$ cat config.mk
export PLATFORM = sky130hd
export DESIGN_NAME = axi_stream_insert_header
export DESIGN_NICKNAME = d
export VERILOG_FILES = /design/src/rtl/axi_stream_insert_header.sv
export SDC_FILE = /design/constraint.sdc
export NUM_CORES = 1
export LEC_CHECK = 0
export ABC_CLOCK_PERIOD_IN_PS = 7100
export CELL_PAD_IN_SITES_DETAIL_PLACEMENT = 2
export CELL_PAD_IN_SITES_GLOBAL_PLACEMENT = 2
export CORE_ASPECT_RATIO = 0.8
export CORE_UTILIZATION = 32
export DETAILED_ROUTE_END_ITERATION = 10
export HOLD_SLACK_MARGIN = 0.03
export PLACE_DENSITY_LB_ADDON = 0.15
export SLEW_MARGIN = 30
export SYNTH_ARGS = -nofsm -noshare
export SYNTH_HDL_FRONTEND = slang
export SYNTH_SLANG_ARGS = --single-unit
$ cat constraint.sdc
create_clock -name clk -period 7.1 [get_ports clk]
set_input_delay 1.42 -clock clk [delete_from_list [all_inputs] [get_ports clk]]
set_output_delay 1.42 -clock clk [all_outputs]
set_load 0.01 [all_outputs]
$ cat src/rtl/axi_stream_insert_header.sv
// AXI-Stream header inserter.
// Prepends a 1..DATA_BYTE_WD byte header, taken from a separate header
// channel, to every payload packet. The result is re-packed onto the same bus
// width, big-endian (the top byte lane goes on the wire first).
//
// Ports
//   clk, rst_n        clock; synchronous reset, asserted high (legacy name)
//   valid_in/data_in/keep_in/last_in/ready_in
//                     payload channel; keep_in is MSB-contiguous on the last beat
//   valid_out/data_out/keep_out/last_out/ready_out
//                     packed output stream; bytes with keep_out=0 read as zero
//   valid_insert/data_insert/keep_insert/byte_insert_cnt/ready_insert
//                     header channel; header bytes are LSB-aligned in data_insert
//
// state | meaning
// IDLE  | waiting for the next header; payload blocked
// DATA  | header held as residual; payload beats merged with the residual
// FLUSH | last payload beat overflowed; residual tail still to be emitted
module axi_stream_insert_header #(
    parameter int DATA_WD      = 32,
    parameter int DATA_BYTE_WD = DATA_WD / 8,
    parameter int BYTE_CNT_WD  = $clog2(DATA_BYTE_WD)
) (
    input  logic                    clk,
    input  logic                    rst_n,
    input  logic                    valid_in,
    input  logic [DATA_WD-1:0]      data_in,
    input  logic [DATA_BYTE_WD-1:0] keep_in,
    input  logic                    last_in,
    output logic                    ready_in,
    output logic                    valid_out,
    output logic [DATA_WD-1:0]      data_out,
    output logic [DATA_BYTE_WD-1:0] keep_out,
    output logic                    last_out,
    input  logic                    ready_out,
    input  logic                    valid_insert,
    input  logic [DATA_WD-1:0]      data_insert,
    input  logic [DATA_BYTE_WD-1:0] keep_insert,
    input  logic [BYTE_CNT_WD:0]    byte_insert_cnt,
    output logic                    ready_insert
);
    localparam int CW = BYTE_CNT_WD + 2;

    typedef enum logic [1:0] {IDLE, DATA, FLUSH} state_e;

    state_e                  state_q, state_d;
    logic                    valid_q, valid_d;
    logic [DATA_WD-1:0]      data_q, data_d;
    logic [DATA_BYTE_WD-1:0] keep_q, keep_d;
    logic                    last_q, last_d;
    // Residual bytes are kept LSB-aligned so that one right shift of
    // {residual, payload} by H bytes yields the next packed beat.
    logic [DATA_WD-1:0]      res_q, res_d;
    logic [BYTE_CNT_WD:0]    hdr_cnt_q, hdr_cnt_d;
    logic [CW-1:0]           rem_cnt_q, rem_cnt_d;

    logic                    out_free;
    logic [DATA_WD-1:0]      pay_m;
    logic [CW-1:0]           tot_cnt;

    function automatic logic [DATA_WD-1:0] byte_mask(input logic [DATA_BYTE_WD-1:0] en);
        logic [DATA_WD-1:0] m;
        m = '0;
        for (int i = 0; i < DATA_BYTE_WD; i++) m[8*i +: 8] = {8{en[i]}};
        return m;
    endfunction

    function automatic logic [CW-1:0] popcnt(input logic [DATA_BYTE_WD-1:0] en);
        logic [CW-1:0] n;
        n = '0;
        for (int i = 0; i < DATA_BYTE_WD; i++) n = n + CW'(en[i]);
        return n;
    endfunction

    function automatic logic [DATA_BYTE_WD-1:0] top_keep(input logic [CW-1:0] cnt);
        logic [DATA_BYTE_WD-1:0] k;
        k = '0;
        for (int i = 0; i < DATA_BYTE_WD; i++) if (i < int'(cnt)) k[DATA_BYTE_WD-1-i] = 1'b1;
        return k;
    endfunction

    function automatic logic [DATA_BYTE_WD-1:0] low_keep(input logic [BYTE_CNT_WD:0] cnt);
        logic [DATA_BYTE_WD-1:0] k;
        k = '0;
        for (int i = 0; i < DATA_BYTE_WD; i++) if (i < int'(cnt)) k[i] = 1'b1;
        return k;
    endfunction

    assign out_free = ~valid_q | ready_out;
    // Unused lanes of the last beat are zeroed up front so they never leak
    // into the packed output or into the flushed tail.
    assign pay_m    = data_in & byte_mask(keep_in);
    assign tot_cnt  = CW'(hdr_cnt_q) + popcnt(keep_in);

    always_comb begin
        state_d      = state_q;
        valid_d      = valid_q;
        data_d       = data_q;
        keep_d       = keep_q;
        last_d       = last_q;
        res_d        = res_q;
        hdr_cnt_d    = hdr_cnt_q;
        rem_cnt_d    = rem_cnt_q;
        ready_in     = 1'b0;
        ready_insert = 1'b0;

        if (valid_q && ready_out) valid_d = 1'b0;

        case (state_q)
            IDLE: begin
                ready_insert = 1'b1;
                if (valid_insert) begin
                    res_d     = data_insert & byte_mask(keep_insert);
                    hdr_cnt_d = byte_insert_cnt;
                    state_d   = DATA;
                end
            end
            DATA: begin
                ready_in = out_free;
                if (valid_in && out_free) begin
                    valid_d = 1'b1;
                    data_d  = DATA_WD'({res_q, pay_m} >> (8 * int'(hdr_cnt_q)));
                    keep_d  = '1;
                    last_d  = 1'b0;
                    res_d   = pay_m & byte_mask(low_keep(hdr_cnt_q));
                    if (last_in) begin
                        if (tot_cnt <= CW'(DATA_BYTE_WD)) begin
                            keep_d  = top_keep(tot_cnt);
                            last_d  = 1'b1;
                            state_d = IDLE;
                        end else begin
                            // The low H bytes of the masked beat hold the tail
                            // (top-aligned within those H bytes).
                            rem_cnt_d = tot_cnt - CW'(DATA_BYTE_WD);
                            state_d   = FLUSH;
                        end
                    end
                end
            end
            FLUSH: begin
                if (out_free) begin
                    valid_d = 1'b1;
                    data_d  = res_q << (8 * (DATA_BYTE_WD - int'(hdr_cnt_q)));
                    keep_d  = top_keep(rem_cnt_q);
                    last_d  = 1'b1;
                    state_d = IDLE;
                end
            end
            default: state_d = IDLE;
        endcase
    end

    always_ff @(posedge clk) begin
        if (rst_n) begin
            state_q   <= IDLE;
            valid_q   <= 1'b0;
            data_q    <= '0;
            keep_q    <= '0;
            last_q    <= 1'b0;
            res_q     <= '0;
            hdr_cnt_q <= '0;
            rem_cnt_q <= '0;
        end else begin
            state_q   <= state_d;
            valid_q   <= valid_d;
            data_q    <= data_d;
            keep_q    <= keep_d;
            last_q    <= last_d;
            res_q     <= res_d;
            hdr_cnt_q <= hdr_cnt_d;
            rem_cnt_q <= rem_cnt_d;
        end
    end

    assign valid_out = valid_q;
    assign data_out  = data_q;
    assign keep_out  = keep_q;
    assign last_out  = last_q;

endmodule

==> reports/summary.txt <==
f_max -> 203 MHz
largest net degree at the start of global routing -> 100
CTS tree -> yes
Max-Cap Viols -> 0
post-synthesis cell type count -> 65
Slew headroom -> 0.286
filler-free cell count of the finished design -> 1,013
DR iter-0 viols -> 470
ANT nets after route -> 0
fin. max-slew vios -> 0
fin util -> 0.426
layout cells sized above 1 -> 0.0794
Reg2Reg Depth -> 6
hold crit path type -> reg -> reg
Area contributors post-synth -> dfxtp_1 (28%), nand2_1 (6.0%), a22oi_1 (5.9%)
vias in the first global route -> 6,564
Worst path max stage delay -> 0.88 ns
GRT Util Overall -> 0.301
first-pass detailed-route iteration total -> 4
# IOs -> 121
Critical Path End Type -> register
routed vias/inst -> 6.31
Synth area leader -> dfxtp_1
register area share after synthesis -> 0.283
worst r2r dst -> data_out[24]
syn avg cell area -> 7.79 µm²
Routed WL -> 26,600 µm
Tcrit/Tclk final -> 0.693
peak supply drop -> 0.0987 mV
clk slew on worst S/H paths -> 0.06 ns
DR vias -> 6,387
ant diodes -> 0
Placed Cells -> 996
area delta synth->final -> 28.3%
Nets -> 879
final setup fails -> 0
root buffer cell -> clkbuf_16
total CTS buffers -> 9
Post-synth ARST share -> 0
Bufs on Longest Clock Path -> 2
final hold vios -> 0
Die Footprint -> 18,000 µm²
clk_lat worst skew -> 0.35 ns
leakage -> 0.00231 µW
gpl congestion -> 0.862
Gates resized, CTS repair -> 0
CP max-delay cell -> clkdlybuf4s50_1
CP max FO -> 17
reg-to-reg slack, setup -> 3.56 ns
antenna violations before repair -> 0
Core Footprint -> 16,800 µm²
critical path arrival -> 5.18 ns
Worst-Margin Slew -> 1.06 ns
CP cell instances -> clkdlybuf4s50_1, fa_1, fa_1, inv_1, fa_1, xor2_1, inv_1, ha_1, nand2_1, o2111ai_1, nor2_1, nor2_1, a211oi_1
Tmin final -> 4.92 ns
PD cells -> 232 nW/µm²
startpoint types -> input port
net count after synthesis -> 808
share of the synthesized area in the top cell type -> 0.283
Setup Buffers After CTS -> 0
status -> complete, no violations
cts hold-fix bufs -> 0
mapped cell area -> 5590 µm²
DRC viols -> 0
#FFs+latches synth -> 79
final hold slack -> 0.466 ns
dpl hpwl -> 19,900 µm
unrepaired setup endpoints after global routing -> no
width of the die -> 150 µm
WL/cell -> 26.3 µm
type of the worst setup path -> in -> reg
Final Skew -> 0.00579 ns
Syn. warnings -> 0
dominant synthesized flop cell -> dfxtp_1
H-tree Lvls -> 3
GRT overflow -> 0
Die Span Y -> 120 µm
Syn Inst Count -> 717
first-pass GRT wire length -> 40,500 µm
Min-Delay Endpoint -> data_out[29]
reg2reg start -> state_q[1]
num rows -> 42
Hold Path Depth -> 2
# port buffers -> 120
Post-synth EDFFs -> 0
setup TNS -> 0 ns
Starting Density -> 0.332
Hold Startpoint -> data_out[29]
Worst EP required -> 7.36 ns
Num Clock Sinks -> 79
Worst path most repeated cell -> fa_1
## cell usage after synthesis, types with 10 or more instances
| master | instances |
|---|---|
| nor2b_1 | 11 |
| o211ai_1 | 19 |
| a22oi_1 | 44 |
| mux2i_1 | 10 |
| dfxtp_1 | 79 |
| a211oi_1 | 29 |
| nand3_1 | 14 |
| inv_1 | 15 |
| a21oi_1 | 45 |
| a32oi_1 | 22 |
| o22ai_1 | 27 |
| clkbuf_1 | 18 |
| buf_2 | 34 |
| mux2_2 | 16 |
| nand2_1 | 90 |
| o21ai_0 | 21 |
| nor2_1 | 59 |
| nand3b_1 | 18 |
| a311oi_1 | 10 |
## layout make-up
cell class / instances / area (µm²)
fillers: 1907 / 9650
multi-input cells: 554 / 3640
flip-flops and latches: 79 / 1590
repair buffers: 127 / 1260
clock buffers: 14 / 284
well taps: 220 / 275
inverters: 17 / 63.8
clock inverters: 2 / 60.1
## layout by cell type (no fill, tap or decap), drive strengths merged, types with 18 or more instances in the layout
cell           count
nand2             92
dfxtp             79
o21ai             24
a22oi             44
nand3b            18
nor2              60
a211oi            29
o22ai             27
clkdlybuf4s50    119
a21oi             49
o211ai            19
a32oi             22
## worst max-delay path by stage
| stage | from | endpoint | slack (ns) | depth (start not counted) |
|---|---|---|---|---|
| 2_1_floorplan | keep_in[0] | rem_cnt_q[1] | 3.29 | 12 |
| 3_3_place_gp | keep_in[1] | rem_cnt_q[2] | 2.19 | 13 |
| 3_5_place_dp | keep_in[1] | rem_cnt_q[1] | 1.93 | 13 |
| 4_1_cts | keep_in[1] | rem_cnt_q[1] | 2.24 | 13 |
| 5_1_grt | keep_in[1] | rem_cnt_q[1] | 1.98 | 13 |
| 6_report | keep_in[1] | rem_cnt_q[1] | 2.18 | 13 |
## stage by stage
step	power [µW]	setup WS (ns)	cell area, µm²
2_1_floorplan	869	3.29	5590
3_3_place_gp	1080	2.19	6800
3_5_place_dp	1100	1.93	6800
4_1_cts	1650	2.24	7140
5_1_grt	1720	1.98	7170
6_report	1660	2.18	7170
## sequential cells by signal, summed over array words and instances, names as in the netlist
name / cells
data_out: 32
hdr_cnt_q: 3
keep_out: 4
last_out: 1
rem_cnt_q: 4
res_q: 32
state_q: 2
valid_out: 1
## logic make-up (layout without fill, tap and decap cells)
| family | after synthesis | in the layout | synth area share |
|---|---|---|---|
| adders and majority gates | 10 | 10 | 0.0264 |
| muxes | 27 | 27 | 0.0542 |
| AOI/OAI and AO/OA | 276 | 276 | 0.355 |
| DFF | 79 | 79 | 0.283 |
| buffers and inverters | 84 | 160 | 0.0681 |
| xor gates and xnor gates | 2 | 2 | 0.00314 |
| and+or+nand+nor | 239 | 239 | 0.210 |
## worst max-delay path, delay by kind of cell
family / cells / cell delay [ns]
compound gates: 2 / 0.40
simple gates: 3 / 0.58
xor+xnor: 1 / 0.24
buf+inv: 3 / 1.09
fa+ha+maj: 4 / 1.45
## power by group
group	switching (µW)	leakage [µW]	internal, µW	total (µW)
clock network	196	0.000169	347	543
registers	90.7	0.000647	491	582
logic	320	0.00149	214	534
## layer usage
layer / track usage / vias to the layer above / share of wire
li1: - / 2875 / -
met1: 0.433 / 3193 / 0.47
met2: 0.449 / 275 / 0.43
met3: 0.0645 / 44 / 0.077
met4: 0.0808 / 0 / 0.020
met5: 0 / - / 0
Power figures use the tool's default switching activity.
